<file path="config.mk">
export PLATFORM = sky130hd
export DESIGN_NAME = multicycle_control
export DESIGN_NICKNAME = d
export VERILOG_FILES = /design/src/rtl/multicycle_control.sv
export SDC_FILE = /design/constraint.sdc
export NUM_CORES = 1
export LEC_CHECK = 0
export BUFFER_PORTS_ARGS = -buffer_cell sky130_fd_sc_hd__buf_2
export CELL_PAD_IN_SITES_DETAIL_PLACEMENT = 1
export CELL_PAD_IN_SITES_GLOBAL_PLACEMENT = 1
export CORE_UTILIZATION = 39
export DETAILED_ROUTE_END_ITERATION = 10
export HOLD_SLACK_MARGIN = 0.12
export PLACE_DENSITY_LB_ADDON = 0.3
export SETUP_SLACK_MARGIN = 0.15
export SLEW_MARGIN = 15
export SYNTH_ARGS = -nofsm -noshare
export SYNTH_HDL_FRONTEND = slang
export SYNTH_SLANG_ARGS = --single-unit
</file>
<file path="constraint.sdc">
create_clock -name clk -period 3 [get_ports clk]
set_input_delay 0.6 -clock clk [delete_from_list [all_inputs] [get_ports clk]]
set_output_delay 0.6 -clock clk [all_outputs]
set_load 0.02 [all_outputs]
</file>
<file path="src/rtl/multicycle_control.sv">
// ============================================================================
// Module   : multicycle_control
// Purpose  : Multicycle MIPS control FSM with memory handshake, retire counter,
//            illegal-opcode and memory-timeout flags.
// Revision : 1.0
// ============================================================================
`default_nettype none

module multicycle_control #(
  parameter int CNT_W           = 32,
  parameter int MAX_WAIT        = 16,
  parameter int HALT_ON_ILLEGAL = 0
) (
  input  logic             clk,
  input  logic             rst,
  input  logic [5:0]       opcode_i,
  input  logic             zero_i,
  input  logic             mem_ready_i,
  output logic             pc_write_o,
  output logic             ir_write_o,
  output logic             i_or_d_o,
  output logic             mem_read_o,
  output logic             mem_write_o,
  output logic             reg_write_o,
  output logic             reg_dst_o,
  output logic             mem_to_reg_o,
  output logic             alu_src_a_o,
  output logic [1:0]       alu_src_b_o,
  output logic [1:0]       alu_op_o,
  output logic [1:0]       pc_source_o,
  output logic [3:0]       state_o,
  output logic [CNT_W-1:0] retired_o,
  output logic             illegal_o,
  output logic             bus_error_o
);

  localparam int          c_WAIT_W   = (MAX_WAIT > 0) ? $clog2(MAX_WAIT + 1) : 1;
  localparam logic [5:0]  c_OP_RTYPE = 6'b000000;
  localparam logic [5:0]  c_OP_ADDI  = 6'b001000;
  localparam logic [5:0]  c_OP_ANDI  = 6'b001100;
  localparam logic [5:0]  c_OP_LW    = 6'b100011;
  localparam logic [5:0]  c_OP_SW    = 6'b101011;
  localparam logic [5:0]  c_OP_BEQ   = 6'b000100;
  localparam logic [5:0]  c_OP_BNE   = 6'b000101;
  localparam logic [5:0]  c_OP_J     = 6'b000010;
  localparam logic [c_WAIT_W-1:0] c_MAX_WAIT = c_WAIT_W'(MAX_WAIT);

  typedef enum logic [3:0] {
    S_FETCH    = 4'd0,
    S_DECODE   = 4'd1,
    S_EXEC_R   = 4'd2,
    S_EXEC_I   = 4'd3,
    S_MEM_ADDR = 4'd4,
    S_MEM_RD   = 4'd5,
    S_MEM_WB   = 4'd6,
    S_MEM_WR   = 4'd7,
    S_WB_R     = 4'd8,
    S_WB_I     = 4'd9,
    S_BRANCH   = 4'd10,
    S_JUMP     = 4'd11,
    S_HALT     = 4'd15
  } state_t;

  state_t              state_q, state_d;
  logic [CNT_W-1:0]    retired_q, retired_d;
  logic [c_WAIT_W-1:0] wait_q, wait_d;
  logic                illegal_q, illegal_d;
  logic                bus_error_q, bus_error_d;
  logic                w_wait_state;
  logic                w_timeout;

  assign w_wait_state = (state_q == S_FETCH) || (state_q == S_MEM_RD) || (state_q == S_MEM_WR);
  // A ready seen on the same cycle as the limit still completes normally.
  assign w_timeout    = (MAX_WAIT != 0) && w_wait_state && !mem_ready_i && (wait_q == c_MAX_WAIT);

  always_comb begin
    state_d      = state_q;
    retired_d    = retired_q;
    illegal_d    = illegal_q;
    bus_error_d  = bus_error_q;
    pc_write_o   = 1'b0;
    ir_write_o   = 1'b0;
    i_or_d_o     = 1'b0;
    mem_read_o   = 1'b0;
    mem_write_o  = 1'b0;
    reg_write_o  = 1'b0;
    reg_dst_o    = 1'b0;
    mem_to_reg_o = 1'b0;
    alu_src_a_o  = 1'b0;
    alu_src_b_o  = 2'b00;
    alu_op_o     = 2'b00;
    pc_source_o  = 2'b00;

    case (state_q)
      S_FETCH: begin
        mem_read_o  = 1'b1;
        alu_src_b_o = 2'b01;
        if (mem_ready_i) begin
          ir_write_o = 1'b1;
          pc_write_o = 1'b1;
          state_d    = S_DECODE;
        end else if (w_timeout) begin
          bus_error_d = 1'b1;
          state_d     = S_HALT;
        end
      end
      S_DECODE: begin
        alu_src_b_o = 2'b11;
        case (opcode_i)
          c_OP_RTYPE:           state_d = S_EXEC_R;
          c_OP_ADDI, c_OP_ANDI: state_d = S_EXEC_I;
          c_OP_LW, c_OP_SW:     state_d = S_MEM_ADDR;
          c_OP_BEQ, c_OP_BNE:   state_d = S_BRANCH;
          c_OP_J:               state_d = S_JUMP;
          default: begin
            illegal_d = 1'b1;
            state_d   = (HALT_ON_ILLEGAL != 0) ? S_HALT : S_FETCH;
          end
        endcase
      end
      S_EXEC_R: begin
        alu_src_a_o = 1'b1;
        alu_op_o    = 2'b10;
        state_d     = S_WB_R;
      end
      S_EXEC_I: begin
        alu_src_a_o = 1'b1;
        alu_src_b_o = 2'b10;
        alu_op_o    = (opcode_i == c_OP_ANDI) ? 2'b11 : 2'b00;
        state_d     = S_WB_I;
      end
      S_MEM_ADDR: begin
        alu_src_a_o = 1'b1;
        alu_src_b_o = 2'b10;
        state_d     = (opcode_i == c_OP_SW) ? S_MEM_WR : S_MEM_RD;
      end
      S_MEM_RD: begin
        mem_read_o = 1'b1;
        i_or_d_o   = 1'b1;
        if (mem_ready_i) begin
          state_d = S_MEM_WB;
        end else if (w_timeout) begin
          bus_error_d = 1'b1;
          state_d     = S_HALT;
        end
      end
      S_MEM_WB: begin
        reg_write_o  = 1'b1;
        mem_to_reg_o = 1'b1;
        retired_d    = retired_q + 1'b1;
        state_d      = S_FETCH;
      end
      S_MEM_WR: begin
        mem_write_o = 1'b1;
        i_or_d_o    = 1'b1;
        if (mem_ready_i) begin
          retired_d = retired_q + 1'b1;
          state_d   = S_FETCH;
        end else if (w_timeout) begin
          bus_error_d = 1'b1;
          state_d     = S_HALT;
        end
      end
      S_WB_R: begin
        reg_write_o = 1'b1;
        reg_dst_o   = 1'b1;
        retired_d   = retired_q + 1'b1;
        state_d     = S_FETCH;
      end
      S_WB_I: begin
        reg_write_o = 1'b1;
        retired_d   = retired_q + 1'b1;
        state_d     = S_FETCH;
      end
      S_BRANCH: begin
        alu_src_a_o = 1'b1;
        alu_op_o    = 2'b01;
        pc_source_o = 2'b01;
        pc_write_o  = ((opcode_i == c_OP_BEQ) && zero_i) || ((opcode_i == c_OP_BNE) && !zero_i);
        retired_d   = retired_q + 1'b1;
        state_d     = S_FETCH;
      end
      S_JUMP: begin
        pc_source_o = 2'b10;
        pc_write_o  = 1'b1;
        retired_d   = retired_q + 1'b1;
        state_d     = S_FETCH;
      end
      S_HALT:  state_d = S_HALT;
      default: state_d = S_FETCH;
    endcase

    if (state_d != state_q) begin
      wait_d = '0;
    end else if ((MAX_WAIT != 0) && w_wait_state && !mem_ready_i) begin
      wait_d = wait_q + 1'b1;
    end else begin
      wait_d = wait_q;
    end

    // Strobes must not fire from the reset-state decode while rst is held.
    if (rst) begin
      pc_write_o   = 1'b0;
      ir_write_o   = 1'b0;
      i_or_d_o     = 1'b0;
      mem_read_o   = 1'b0;
      mem_write_o  = 1'b0;
      reg_write_o  = 1'b0;
      reg_dst_o    = 1'b0;
      mem_to_reg_o = 1'b0;
      alu_src_a_o  = 1'b0;
      alu_src_b_o  = 2'b00;
      alu_op_o     = 2'b00;
      pc_source_o  = 2'b00;
    end
  end

  always_ff @(posedge clk or posedge rst) begin
    if (rst) begin
      state_q     <= S_FETCH;
      retired_q   <= '0;
      wait_q      <= '0;
      illegal_q   <= 1'b0;
      bus_error_q <= 1'b0;
    end else begin
      state_q     <= state_d;
      retired_q   <= retired_d;
      wait_q      <= wait_d;
      illegal_q   <= illegal_d;
      bus_error_q <= bus_error_d;
    end
  end

  assign state_o     = state_q;
  assign retired_o   = retired_q;
  assign illegal_o   = illegal_q;
  assign bus_error_o = bus_error_q;

endmodule

`default_nettype wire
</file>
==> reports/metrics.yaml <==
run_status:
  outcome: "finished, final reports clean"
setup_path:
  worstPathArrival_ns: 1.99
  worstPathRequired_ns: 2.40
  crit_path_end_kind: "output port"
  critPathSlowestCell: "dfrtp_1"
  crit_chain: "nand2_1 > nor2_1 > nand4_1 > a21oi_1 > buf_2"
  cp_slowest_stage_delay_ns: 0.79
  critPathLaunchType: "flop"
  path_max_fanout: 22
  worst-path-buf-inv: 1
  critPathKind: "reg -> out"
  crit_family: "flip-flops"
route:
  drt_iter0_drc: 121
  vias: 2329
  totalWireLength_um: 6810
  drtPass1Iterations: 4
  wl_met1_um: 3160
  met2_length_um: 3340
  post-route-drc-count: 0
  ant_nets: 0
  wl_met3_um: 258
  wl_per_cell_um: 16.6
  via_per_inst: 5.69
  top_layer: "met4"
cts:
  cts_buffers: 5
  htree_levels: 2
  cts_max_path_buffers: 2
  clock_sinks: 43
  cts_setup_buffers: 0
  cts_tree: "done"
  clk_latency_ns: 0.29
  clock-root-buffer: "clkbuf_8"
  path_clk_slew_ns: 0.09
synth:
  netlist.area_leader.share: 0.420
  yosys_warnings: 0
  synth_compound_area_frac: 0.112
  synth_area_leaders: "dfrtp_1 (42%), xnor2_1 (8.9%), nand4_1 (3.4%), xor2_1 (3.4%), nand2_1 (2.9%)"
  synth_edf_count: 0
  synthMuxAreaShare: 0.00829
  synth_top_family_by_area: "simple AND/OR/NAND/NOR gates"
  synth_common_cells: "dfrtp_1 (43), xnor2_1 (26), nand2_1 (20)"
  syn-mean-instance-area_um2: 9.40
  synthSimpleGateAreaFrac: 0.285
  netlist_area_um2: 2560
  seq_area_frac_synth: 0.420
  synth_adder_area_share: 0.0146
  syn_nets: 286
  yosysTopAreaCell: "dfrtp_1"
  synthCells: 273
  ys_types: 54
  synth_seq_cells: 43
  yosysMostFrequentCell: "dfrtp_1"
  async_flop_share: 1.00
  ys.flop_type: "dfrtp_1"
  synth-xor-area-share: 0.123
die:
  fp.dieArea_um2: 6900
  fp.dieW_um: 83.1
  core_area_um2: 6350
  fp.dieH_um: 83.1
  rows: 29
  initial_utilization: 0.404
  ios: 63
sta:
  hold_viol_final: 0
  tightest_slew_ns: 1.03
  slew_viol_final: 0
  whs_ns: 0.481
  fin_skew_ns: 0.0112
  grt_setup_unrepaired: "no"
  max_freq_ghz: 0.385
  finalSetupViolCount: 0
  period_share: 0.865
  post-route-min-period_ns: 2.59
  relSlewSlack: 0.303
  tns_ns: 0
global_routing:
  grt_pass1_vias: 2244
  grtUsageTotal: 0.204
  grt_max_degree: 44
  grt_first_pass_wirelength_um: 11500
  grt_overflow: 0
  antenna_found_initial: 0
power:
  p_leak_uw: 0.00145
  p_per_area_nw_per_um2: 669
  max-vdd-ir-drop_mv: 0.355
placement:
  dp.cells: 401
  hpwlAfterDp_um: 4900
  io_buffers: 62
  place.gp.congestion: 0.771
layout:
  syn_to_final_growth_pct: 18.8
  stdcell_count: 409
  diodes: 0
  fin_nets: 344
  layout-drive-gt1-share: 0.256
  n_fill_cell: 785
min_path:
  hold_path_class: "reg -> reg"
flow_run:
  cap_violations: 0
==> registers in the layout (all words and copies together) (netlist names) <==
name         count
retired_o       32
state_o          4
illegal_o        1
wait_q           5
bus_error_o      1
==> what timing repair did <==
item	in CTS	in global routing
hold endpoints to repair	0	0
setup endpoints to repair	0	1
resized for setup	0	1
hold buffers	0	0
==> stage by stage <==
stage,worst slack [ns],cell area [µm²],power [µW],util
5_1_grt,0.248,3050,2170,0.480
3_3_place_gp,0.612,2930,1550,0.461
2_1_floorplan,0.220,2580,1350,-
3_5_place_dp,0.627,2930,1570,0.461
4_1_cts,0.334,3050,2050,0.480
6_report,0.406,3050,2040,0.480
==> cell type report <==
type                    instances  area, µm²  share of cell area
multi-input cells             209       1400               0.460
clock buffers                   6       82.6              0.0271
inverters                       9       37.5              0.0123
clock inverters                 2       35.0              0.0115
repair buffers                 63        318               0.104
flip-flops and latches         43       1080               0.354
well taps                      77       96.3              0.0316
==> placed cells by master, fill, tap and decap left out, types with 8 or more instances in the layout <==
master    instances
and3_1           10
buf_2            62
dfrtp_1          42
nand2_1          20
nand2b_1          8
nand3_1          12
nand4_1          14
nor2_1           18
nor3_1           14
xnor2_1          26
xor2_1           10
==> per-layer routing <==
layer | up-vias | global-route usage
li1 | 1093 | -
met1 | 1184 | 0.286
met2 | 45 | 0.339
met3 | 7 | 0.0328
met4 | 0 | 0.0329
met5 | - | 0
==> worst paths after layout <==
path	slack (ns)	from	depth (start not counted)	to
min in group asynchronous	0.58	rst	3	illegal_o
min reg2reg	0.48	illegal_o	1	illegal_o
max reg2reg	0.59	state_o[2]	5	retired_o[31]
max in group asynchronous	2.01	rst	3	state_o[1]
max	0.41	state_o[0]	5	alu_op_o[0]
min	0.48	illegal_o	1	illegal_o
==> cell families (layout without fill, tap and decap cells) <==
group	after synthesis	count (layout)
XOR/XNOR	36	36
multiplexers	2	2
adder cells (fa/ha/maj)	3	3
buffers and inverters	21	80
AND/OR/NAND/NOR	130	130
flip-flops	43	43
AO/OA/AOI/OAI	38	38
==> report_power, final <==
part	switching [µW]	internal, µW
Clock	201	269
Combinational	477	284
Sequential	175	632
Note: power is estimated with default switching activity, not from simulation.
